===== config.mk =====
export PLATFORM = sky130hd
export DESIGN_NAME = uart_fifo_tx
export DESIGN_NICKNAME = d
export VERILOG_FILES = /design/src/rtl/uart_fifo_tx.sv
export SDC_FILE = /design/constraint.sdc
export NUM_CORES = 1
export LEC_CHECK = 0
export BUFFER_PORTS_ARGS = -buffer_cell sky130_fd_sc_hd__buf_2
export CAP_MARGIN = 20
export CORE_AREA = 2 2 48 50
export DETAILED_ROUTE_END_ITERATION = 8
export DIE_AREA = 0 0 50 52
export GPL_ROUTABILITY_DRIVEN = 0
export PLACE_DENSITY = 0.7
export SKIP_LAST_GASP = 1
export SYNTH_ARGS = -nofsm -noshare
export SYNTH_HDL_FRONTEND = slang
export SYNTH_SLANG_ARGS = --single-unit

===== constraint.sdc =====
create_clock -name clk -period 2 [get_ports clk]
set_clock_uncertainty 0.05 [all_clocks]
set_input_delay 0.5 -clock clk [delete_from_list [all_inputs] [get_ports clk]]
set_output_delay 0.5 -clock clk [all_outputs]
set_load 0.1 [all_outputs]

===== src/rtl/uart_fifo_tx.sv =====
// ============================================================================
// Module  : uart_fifo_tx
// Brief   : Drains a FIFO one word per frame onto an async serial TX line.
//           Optional even-parity bit when UART_FIFO_TX_PARITY_EN is defined.
// Revision: 1.0 - initial release
// ============================================================================
`default_nettype none

module uart_fifo_tx #(
   parameter int DATA_WIDTH   = 8,
   parameter int CLKS_PER_BIT = 16,
   parameter int STOP_BITS    = 1
) (
   input  logic                  clk,
   input  logic                  reset,
   input  logic                  enable,
   input  logic                  fifo_empty,
   input  logic [DATA_WIDTH-1:0] fifo_data,
   output logic                  fifo_read,
   output logic                  tx,
   output logic                  busy,
   output logic                  tx_done
);

   localparam int BAUD_W = $clog2(CLKS_PER_BIT);
   localparam int BIT_W  = $clog2(DATA_WIDTH + 1);

   localparam logic [BAUD_W-1:0] BAUD_LAST = BAUD_W'(CLKS_PER_BIT - 1);
   localparam logic [BIT_W-1:0]  DATA_LAST = BIT_W'(DATA_WIDTH - 1);
   localparam logic [BIT_W-1:0]  STOP_LAST = BIT_W'(STOP_BITS - 1);

   localparam logic [2:0] S_IDLE   = 3'd0;
   localparam logic [2:0] S_FETCH  = 3'd1;
   localparam logic [2:0] S_START  = 3'd2;
   localparam logic [2:0] S_DATA   = 3'd3;
   localparam logic [2:0] S_STOP   = 3'd4;
`ifdef UART_FIFO_TX_PARITY_EN
   localparam logic [2:0] S_PARITY = 3'd5;
`endif

   logic [2:0]            state_q, state_d;
   logic [BAUD_W-1:0]     baud_q, baud_d;
   logic [BIT_W-1:0]      bit_q, bit_d;
   logic [DATA_WIDTH-1:0] shift_q, shift_d;
   logic                  tx_q, tx_d;
`ifdef UART_FIFO_TX_PARITY_EN
   logic                  parity_q, parity_d;
`endif

   logic baud_end;
   logic last_stop;
   logic pop_ok;

   assign baud_end  = (baud_q == BAUD_LAST);
   assign last_stop = (state_q == S_STOP) && baud_end && (bit_q == STOP_LAST);
   assign pop_ok    = enable && !fifo_empty && !reset;

   always_ff @(posedge clk or posedge reset) begin
      if (reset) begin
         state_q  <= S_IDLE;
         baud_q   <= '0;
         bit_q    <= '0;
         shift_q  <= '0;
         tx_q     <= 1'b1;
`ifdef UART_FIFO_TX_PARITY_EN
         parity_q <= 1'b0;
`endif
      end else begin
         state_q  <= state_d;
         baud_q   <= baud_d;
         bit_q    <= bit_d;
         shift_q  <= shift_d;
         tx_q     <= tx_d;
`ifdef UART_FIFO_TX_PARITY_EN
         parity_q <= parity_d;
`endif
      end
   end

   always_comb begin
      state_d  = state_q;
      baud_d   = baud_q + 1'b1;
      bit_d    = bit_q;
      shift_d  = shift_q;
`ifdef UART_FIFO_TX_PARITY_EN
      parity_d = parity_q;
`endif
      case (state_q)
         S_IDLE: begin
            baud_d = '0;
            bit_d  = '0;
            if (fifo_read) state_d = S_FETCH;
         end
         S_FETCH: begin
            baud_d   = '0;
            bit_d    = '0;
            shift_d  = fifo_data;
`ifdef UART_FIFO_TX_PARITY_EN
            parity_d = ^fifo_data;
`endif
            state_d  = S_START;
         end
         S_START: begin
            if (baud_end) begin
               baud_d  = '0;
               state_d = S_DATA;
            end
         end
         S_DATA: begin
            if (baud_end) begin
               baud_d = '0;
               if (bit_q == DATA_LAST) begin
                  bit_d = '0;
`ifdef UART_FIFO_TX_PARITY_EN
                  state_d = S_PARITY;
`else
                  state_d = S_STOP;
`endif
               end else begin
                  bit_d   = bit_q + 1'b1;
                  shift_d = shift_q >> 1;
               end
            end
         end
`ifdef UART_FIFO_TX_PARITY_EN
         S_PARITY: begin
            if (baud_end) begin
               baud_d  = '0;
               state_d = S_STOP;
            end
         end
`endif
         S_STOP: begin
            if (baud_end) begin
               baud_d = '0;
               if (bit_q == STOP_LAST) begin
                  bit_d   = '0;
                  state_d = fifo_read ? S_FETCH : S_IDLE;
               end else begin
                  bit_d = bit_q + 1'b1;
               end
            end
         end
         default: begin
            baud_d  = '0;
            bit_d   = '0;
            state_d = S_IDLE;
         end
      endcase
   end

   // tx is registered, so it is derived from the state being entered
   always_comb begin
      fifo_read = pop_ok && ((state_q == S_IDLE) || last_stop);
      busy      = (state_q != S_IDLE);
      tx_done   = last_stop;
      case (state_d)
         S_START:  tx_d = 1'b0;
         S_DATA:   tx_d = shift_d[0];
`ifdef UART_FIFO_TX_PARITY_EN
         S_PARITY: tx_d = parity_d;
`endif
         default:  tx_d = 1'b1;
      endcase
   end

   assign tx = tx_q;

endmodule

`default_nettype wire


==> results.md, run 1 <==
* Status: finished with violations
* Failing checks: setup timing
* WS Path Type: reg -> out
* Post-synth cell types at 35
* ANT nets after route at 0
* WP data required at 1450 ps
* Arrival time of data at the critical path endpoint at ~1800 ps
* Leak pwr at 0.658 nW
* Clock Tree Buf Depth at 2
* R2R depth at 7
* Total GRT Usage at 19.5%
* Avg WL per Cell at about 14 um
* Placed Cells incl. Taps at ~150
* Max Cap Viol at 0
* CP Max Fanout at 3
* Root buffer cell: clkbuf_4
* Number of remaining DRC errors at 0
* RSZ-0062 raised after global routing: true
* Final wirelength at 2160 um
* Routed vias at roughly 850
* Flop2flop setup slack at roughly 100 ps
* Vias per cell at between 5 and 6
* Final period util at 120%
* Detailed-router iteration count before antenna repair at 4
* HP Class: in -> async
* Clock sink count at 20
* Number of hold buffers added after CTS at 0
* Worst-path clk slew at about 110 ps
* Core Area at between 2000 and 2500 um^2
* Total CTS buffers at 3
* Layout net count at 140
* Synth Net Count at 110
* Setup crit start: bit_q[0]
* Cells after Synth at 95
* Grt ovf at 0
* H-tree Lvls at 1
* Initial core utilization at between 50 and 60%
* Setup TNS at -724 ps
* Power Total at around 0.00079 W
* Least-Margin Pin Slew at ~480 ps
* Fin crit period at roughly 2400 ps
* Crit. End Element: output port
* Worst setup SP type: flip-flop
* Peak supply drop at 0.732 mV
* Die Wd at roughly 50 um
* P&R area growth vs syn at 27.2%
* Launching point of the worst reg2reg path: bit_q[0]
* Setup violations, final at 3
* Synth Register Bits at 20
* Share of cells above drive strength 1 at 36.3%
* Fin. max-slew vios at 0
* Port bufs at 15
* Power Dens Cells at ~580 nW/um^2
* Std-Cell Rows at 17
* Initial DRC count at 7
* Die Y at between 50 and 60 um
* Mean cell area of the mapped netlist at around 11 um^2
* Post-place setup slack at -48.3 ps
* CTS tree: done
* HPWL Detailed at about 1600 um
* Final hold vios at 0
* First-pass GRT wire length at around 3800 um
* Final antenna diode count at 0
* Sequential fraction of the synthesis area at a little under half
* Slew headroom at 67.9%
* Vias in the first global route at roughly 840
* F_max at about 0.42 GHz
* Final worst slack at -393 ps
* Reg-to-Reg End: shift_q[0]
* Initial antenna violation count at 0
* Mapped Area at 1070 um^2
* Largest net degree at the start of global routing at 21
* I/O pin count at 16
* Die footprint at 2600 um^2
* Min Hold Slack at around 170 ps
* Final non-filler cell total at 152
* Yosys Warn Count at 0
* # fillers at roughly 170
* Latest clock arrival within the worst-skew pair at between 300 and 400 ps
-- worst max-delay path, cell delays in order, from the launching register on --
cell and delay [ps]:
dfrtp_1 400, inv_1 60, ha_1 140, or3b_4 390, or2_4 260, nor2_4 100
buf_12 180
-- layer usage --
layer  GRT usage [%]  vias up  wire (um)
met5               0        -          0
met4            9.72        0         46
met3            2.01        5         74
met2            31.4       20       1040
met1            26.1      412        995
li1                -      411          -
-- cells by family (layout without fill, tap and decap cells) --
kind of cell             after synthesis  count (layout)  share of synthesized area, %
AND/OR/NAND/NOR                       35              35                          22.6
AO/OA/AOI/OAI                         28              28                          21.7
flip-flops                            20              20                          47.0
buffers and inverters                  6              35                          2.81
adder cells (fa/ha/maj)                3               3                          3.51
XOR/XNOR                               3               3                          2.46
-- sequential cells by signal (all words and copies together), names as in the netlist --
| name | count |
|---|---|
| shift_q | 8 |
| baud_q | 4 |
| state_q | 3 |
| tx | 1 |
| bit_q | 4 |
-- worst max path at each step --
stage	slack (ps)	end	cells past startpoint
2_1_floorplan	-240	tx_done	5
3_3_place_gp	-10	tx_done	6
3_5_place_dp	-50	tx_done	6
4_1_cts	-400	tx_done	6
5_1_grt	-450	tx_done	6
6_report	-390	tx_done	6
-- power breakdown --
part	internal, W	total, W	leakage (nW)	switching, W
logic	0.0000148	0.0000372	0.383	0.0000224
registers	0.000412	0.000416	0.247	0.00000335
clock network	0.000203	0.000334	0.0279	0.000132
-- through the flow --
step / utilization [%] / cell area, um^2
2_1_floorplan: - / 1080
3_3_place_gp: 61.3 / 1290
3_5_place_dp: 61.3 / 1290
4_1_cts: 64.2 / 1350
5_1_grt: 64.5 / 1360
6_report: 64.5 / 1360
-- cells in the mapped netlist, drive strengths merged --
master / instances / area [um^2]
and3: 1 / 6.26
nand2: 4 / 15.0
and2: 1 / 6.26
nor2: 8 / 30.0
nor3b: 3 / 50.1
a2bb2oi: 1 / 8.76
and3b: 1 / 8.76
inv: 4 / 15.0
nor2b: 3 / 18.8
buf: 2 / 15.0
and4b: 1 / 10.0
a22o: 9 / 78.8
a32o: 2 / 20.0
o21ai: 5 / 32.5
nand3: 3 / 15.0
and2b: 1 / 7.51
or3: 1 / 6.26
dfrtp: 19 / 475
a211oi: 1 / 7.51
a21o: 7 / 52.6
o21bai: 1 / 7.51
nor4b: 1 / 15.0
or3b: 1 / 11.3
nand3b: 1 / 7.51
xor2: 2 / 17.5
ha: 3 / 37.5
a22oi: 1 / 7.51
nor3: 3 / 15.0
o41ai: 1 / 16.3
or2: 1 / 6.26
nand4: 1 / 12.5
xnor2: 1 / 8.76
dfstp: 1 / 26.3
-- layout by cell type (no fill, tap or decap), drive strengths merged, types with 4 or more instances in the layout --
cell type and instances:
a21o 7, nor2 8, buf 27, dfrtp 19
o21ai 5, a22o 9, nand2 4
-- cell type report --
class	count	area, um^2	share of cell area (%)
sequential	20	502	36.9
inverter	4	18.8	1.38
clock inverter	1	30.0	2.21
timing repair buffer	27	201	14.8
multi-input combinational	69	549	40.4
tap	28	35.0	2.58
clock buffer	3	22.5	1.66
-- repair_timing --
action                     in CTS  in global routing
setup endpoints to repair       3                  3
gates resized for setup         3                  0
buffers inserted                0                  1
No activity file was read; power rests on OpenSTA's default activity.
==> run 2: changes to the inputs <==
Clock period 2 ns to 3.1 ns, I/O delays scaled along.
==> run 2 against run 1 <==
The run now ends clean. Largest power group unchanged. Final cell count fell by 7.2%. Critical path depth is the same. Cell area shrank 8.7%. First-iteration DRC count unchanged. Worst hold slack improved by 240 ps. Sequential power down 36%. Global-route usage shrank 2.4 points. Non-clock buffer count decreased by 11. Clock-buffer cell count is the same. Wire length decreased by 14%. Utilization fell by 5.6 points.
==> results.md, run 2 (synthesis gave the netlist of run 1 again) <==
* Status: completed
* WL met2 at 854 um
* Setup violations, final at 0
* H-tree Lvls at 1
* Placed Cells incl. Taps at 137
* Final non-filler cell total at around 140
* Slew headroom at around 64%
* Share of cells above drive strength 1 at about 27%
* CP Depth at 6
* Root buffer cell: clkbuf_4
* Min Hold Slack at just over 400 ps
* Port bufs at 15
* First-pass GRT wire length at between 3000 and 4000 um
* Peak supply drop at 0.255 mV
* Uppermost layer routed: met4
* Initial antenna violation count at 0
* RSZ-0062 raised after global routing: false
* Max FFs per register at 8
* Clock Tree Buf Depth at 2
* Arrival time of data at the critical path endpoint at between 2000 and 2500 ps
* Layout net count at around 130
* Total GRT Usage at between 15 and 20%
* Initial core utilization at 50.7%
* I/O pin count at 16
* Met3 wire len at between 50 and 60 um
* Detailed-router iteration count before antenna repair at 4
* Die Y at approximately 52 um
* Core Area at 2110 um^2
* P&R area growth vs syn at 16.2%
* Fin. max-slew vios at 0
* F_max at between 0.3 and 0.4 GHz
* Leading cell type in the layout, fill and taps excluded: dfrtp_1
* Total CTS buffers at 3
* Max Cap Viol at 0
* CP Max Fanout at 5
* HP Class: reg -> reg
* CP max-delay cell: dfrtp_1
* Hold depth at 1
* Least-Margin Pin Slew at between 500 and 600 ps
* ANT nets after route at 0
* Final wirelength at roughly 1900 um
* Latest clock arrival within the worst-skew pair at 310 ps
* Post-CTS Resized at 0
* Most frequent cells in the layout: dfrtp_1, buf_2, a22o_1
* Final hold vios at 0
* Worst-path clk slew at ~110 ps
* Setup TNS at 0 ps
* WS Path Type: reg -> out
* Fin crit period at 2900 ps
* Setup crit start: bit_q[0]
* CTS tree: done
* WP buf/inv at 2
* Worst setup SP type: flip-flop
* Launching point of the worst reg2reg path: state_q[1]
* Clock sink count at 20
* R2R depth at 4
* Delay-heaviest family, CP: simple AND/OR/NAND/NOR gates
* WP data required at 2270 ps
* Post-CTS Setup Repair Bufs at 0
* Power Dens Cells at between 400 and 500 nW/um^2
* Initial DRC count at 7
* Die Wd at approximately 50 um
* CP peak stage delay at 440 ps
* Largest net degree at the start of global routing at 21
* Number of remaining DRC errors at 0
* Vias per cell at approximately 5.5
* Met1 Wirelength at about 920 um
* Vias in the first global route at 756
* Crit. End Element: output port
* Grt ovf at 0
* HPWL Detailed at between 1000 and 1500 um
* Critical-path cell list: inv_1 -> ha_1 -> or3b_4 -> or2_1 -> nor2_2 -> buf_2
* Avg WL per Cell at 13.2 um
* Post-place setup slack at between 500 and 600 ps
* Final antenna diode count at 0
* Final worst slack at ~200 ps
* Die footprint at about 2600 um^2
* Std-Cell Rows at 17
* Leak pwr at ~0.6 nW
* Reg with most FFs: shift_q
* Largest regs: shift_q x8, baud_q x4, bit_q x4
* Final period util at a little over nine tenths
* Routed vias at roughly 800
* Number of hold buffers added after CTS at 0
* Final core utilization at between 50% and 60%
* Beginning of the worst hold path: baud_q[0]
[run 2: report_power, final]
group / switching (W) / total [W] / internal, W
Sequential: 0.00000203 / 0.000268 / 0.000266
Combinational: 0.0000137 / 0.0000231 / 0.00000933
Clock: 0.0000849 / 0.000216 / 0.000131
[run 2: area by class of cell]
type | count | area (um^2)
sequential | 20 | 502
inverter | 4 | 15.0
clock inverter | 1 | 30.0
multi-input combinational | 69 | 539
timing repair buffer | 16 | 97.6
clock buffer | 3 | 22.5
fill | 187 | 865
tap | 28 | 35.0
[run 2: routing by layer]
layer	vias up	track usage, %
met5	-	0
met4	0	9.72
met3	5	1.72
met2	13	26.8
li1	389	-
met1	374	22.9
[run 2: final timing paths]
| kind | to | slack [ps] |
|---|---|---|
| min | baud_q[0] | 410 |
| max in group asynchronous | tx | 2290 |
| min in group asynchronous | shift_q[0] | 450 |
| max reg2reg | shift_q[0] | 1290 |
| min reg2reg | baud_q[0] | 410 |
| max | tx_done | 200 |
[run 2: metrics by stage]
| step | area, um^2 | power, W |
|---|---|---|
| 2_1_floorplan | 1070 | 0.000286 |
| 3_3_place_gp | 1190 | 0.000296 |
| 3_5_place_dp | 1190 | 0.000297 |
| 4_1_cts | 1240 | 0.000513 |
| 5_1_grt | 1240 | 0.000525 |
| 6_report | 1240 | 0.000507 |
[run 2: worst register-to-register path, cell delays in order (launching register included)]
cell and delay [ps]:
dfrtp_1 480, nor2b_1 500, nor3b_4 410, and2b_1 210
nor3_1 50
==> run 3: changes to the inputs <==
==> constraint.sdc (replaced) <==
create_clock -name clk -period 2.8 [get_ports clk]
set_clock_uncertainty 0.05 [all_clocks]
set_input_delay 0.56 -clock clk [delete_from_list [all_inputs] [get_ports clk]]
set_output_delay 0.56 -clock clk [all_outputs]
set_load 0.1 [all_outputs]
==> run 3 against run 2 <==
Register-to-register slack lost 330 ps. Global-route usage grew 0.13 points. Non-clock buffer count is the same. Wire length grew 8.8%. Combinational power grew 12%. Total power grew 11%. Clock-buffer cell count is the same.
==> results.md, run 3 (synthesis gave the netlist of run 1 again) <==
* CP max-delay cell: dfrtp_1
* Die Wd at about 50 um
* WS Path Type: reg -> out
* Slew headroom at roughly 65%
* Std-Cell Rows at 17
* ANT nets after route at 0
* Met2 Use GR at ~29%
* Final period util at ~93%
* Pint at 0.000450 W
* Total GRT Usage at between 10% and 20%
* Fin crit period at about 2600 ps
* Clock sink count at 20
* Most frequent cells in the layout: dfrtp_1, buf_2, a22o_1
* Worst setup SP type: flip-flop
* Vias in the first global route at between 700 and 800
* H-tree Lvls at 1
* Fin. max-slew vios at 0
* Initial antenna violation count at 0
* Setup TNS at 0 ps
* Final hold vios at 0
* Critical-path cell list: inv_1 -> ha_1 -> or3b_4 -> or2_1 -> nor2_2 -> clkbuf_4
* Crit. End Element: output port
* Number of remaining DRC errors at 0
* P&R area growth vs syn at 16.4%
* Worst-path clk slew at between 100 and 150 ps
* RSZ-0062 raised after global routing: false
* Share of cells above drive strength 1 at between 20% and 30%
* Initial DRC count at 12
* CTS tree: done
* Max Cap Viol at 0
* Layout net count at about 130
* GR peak layer: met2
* CP Max Fanout at 5
* Total CTS buffers at 3
* Die Y at roughly 52 um
* Least-Margin Pin Slew at between 500 and 600 ps
* Avg WL per Cell at between 10 and 15 um
* F_max at 0.383 GHz
* HPWL Detailed at around 1500 um
* Status: completed
* Routed vias at about 800
* Clk network pwr share at between 40 and 50%
* I/O pin count at 16
* Seq pwr share at 52.8%
* Peak supply drop at ~0.29 mV
* Largest regs: shift_q x8, baud_q x4, bit_q x4
* Leading cell type in the layout, fill and taps excluded: dfrtp_1
* WP data required at ~2200 ps
* Final non-filler cell total at 141
* Die footprint at around 2600 um^2
* Initial core utilization at approximately 50%
* Setup violations, final at 0
* Post-CTS Setup Repair Bufs at 0
* Core Area at roughly 2100 um^2
* Delay-heaviest family, CP: simple AND/OR/NAND/NOR gates
* WP buf/inv at 2
* Placed Cells incl. Taps at about 140
* Met3 Use GR at 3.45%
* # fillers at between 150 and 200
* Placed Area at 1190 um^2
* Clock Tree Buf Depth at 2
* Final Cell Area at roughly 1200 um^2
* Final wirelength at between 2000 and 2500 um
* Power Total at between 0.0005 and 0.0006 W
* Port bufs at 15
* Min Hold Slack at between 200 and 250 ps
* M1 GR Usage at 20.5%
* Max FFs per register at 8
* Net Sw Frac at about a fifth
* Latest clock arrival within the worst-skew pair at roughly 310 ps
* CP peak stage delay at between 400 and 500 ps
* Power Dens Cells at about 450 nW/um^2
* Reg with most FFs: shift_q
* Leak pwr at 0.601 nW
* Vias per cell at about 5.7
* Sw power at between 0.0001 and 0.00015 W
* Arrival time of data at the critical path endpoint at 2000 ps
* Largest net degree at the start of global routing at 21
* Combinational share of power at ~4.6%
* HP Class: in -> async
* Grt ovf at 0
* Detailed-router iteration count before antenna repair at 4
* First-pass GRT wire length at around 3300 um
* Final antenna diode count at 0
* Root buffer cell: clkbuf_4
[run 3: worst paths after layout]
kind / startpoint / endpoint / slack, ps / depth (start not counted)
worst max register to register: state_q[1] / shift_q[0] / 960 / 4
min in group clk: fifo_data[7] / shift_q[7] / 420 / 2
worst max-delay path: bit_q[0] / tx_done / 190 / 6
max in group asynchronous: reset / tx / 2200 / 3
worst min register to register: baud_q[0] / baud_q[0] / 430 / 1
worst min-delay path: reset / shift_q[0] / 240 / 3
[run 3: layout make-up]
| class | instances | area, um^2 | share of cell area (%) |
|---|---|---|---|
| Clock buffer | 3 | 22.5 | 1.81 |
| Clock inverter | 1 | 30.0 | 2.41 |
| Inverter | 4 | 15.0 | 1.21 |
| Multi-Input combinational cell | 69 | 539 | 43.4 |
| Sequential cell | 20 | 502 | 40.3 |
| Tap cell | 28 | 35.0 | 2.82 |
| Timing Repair Buffer | 16 | 100 | 8.05 |
[run 3: what timing repair did]
action,4_1_cts,5_1_grt
resized for setup,0,1
hold buffers,0,0
setup endpoints to repair,0,1
[run 3: metrics by stage]
stage	setup WS, ps	util (%)
2_1_floorplan	148	-
3_3_place_gp	487	56.4
3_5_place_dp	446	56.4
4_1_cts	94.3	58.9
5_1_grt	59.2	59.1
6_report	188	59.1
[run 3: power by group through the flow]
| stage | Combinational (W) | Sequential (W) | Clock (W) |
|---|---|---|---|
| floorplan | 0.00000917 | 0.000307 | 0 |
| finish | 0.0000259 | 0.000297 | 0.000240 |
| CTS | 0.0000266 | 0.000297 | 0.000244 |
| detailed placement | 0.0000266 | 0.000302 | 0 |
| global placement | 0.0000258 | 0.000302 | 0 |
| global route | 0.0000284 | 0.000297 | 0.000253 |
[run 3: layer usage]
layer | up-vias | wire, um
met2 | 18 | 988
met5 | - | 0
li1 | 386 | -
met4 | 0 | 42
met1 | 388 | 937
met3 | 5 | 59
[run 3: worst min-delay path, cell delays in order]
cell and delay, ps:
buf_2 100, inv_1 70, buf_4 270
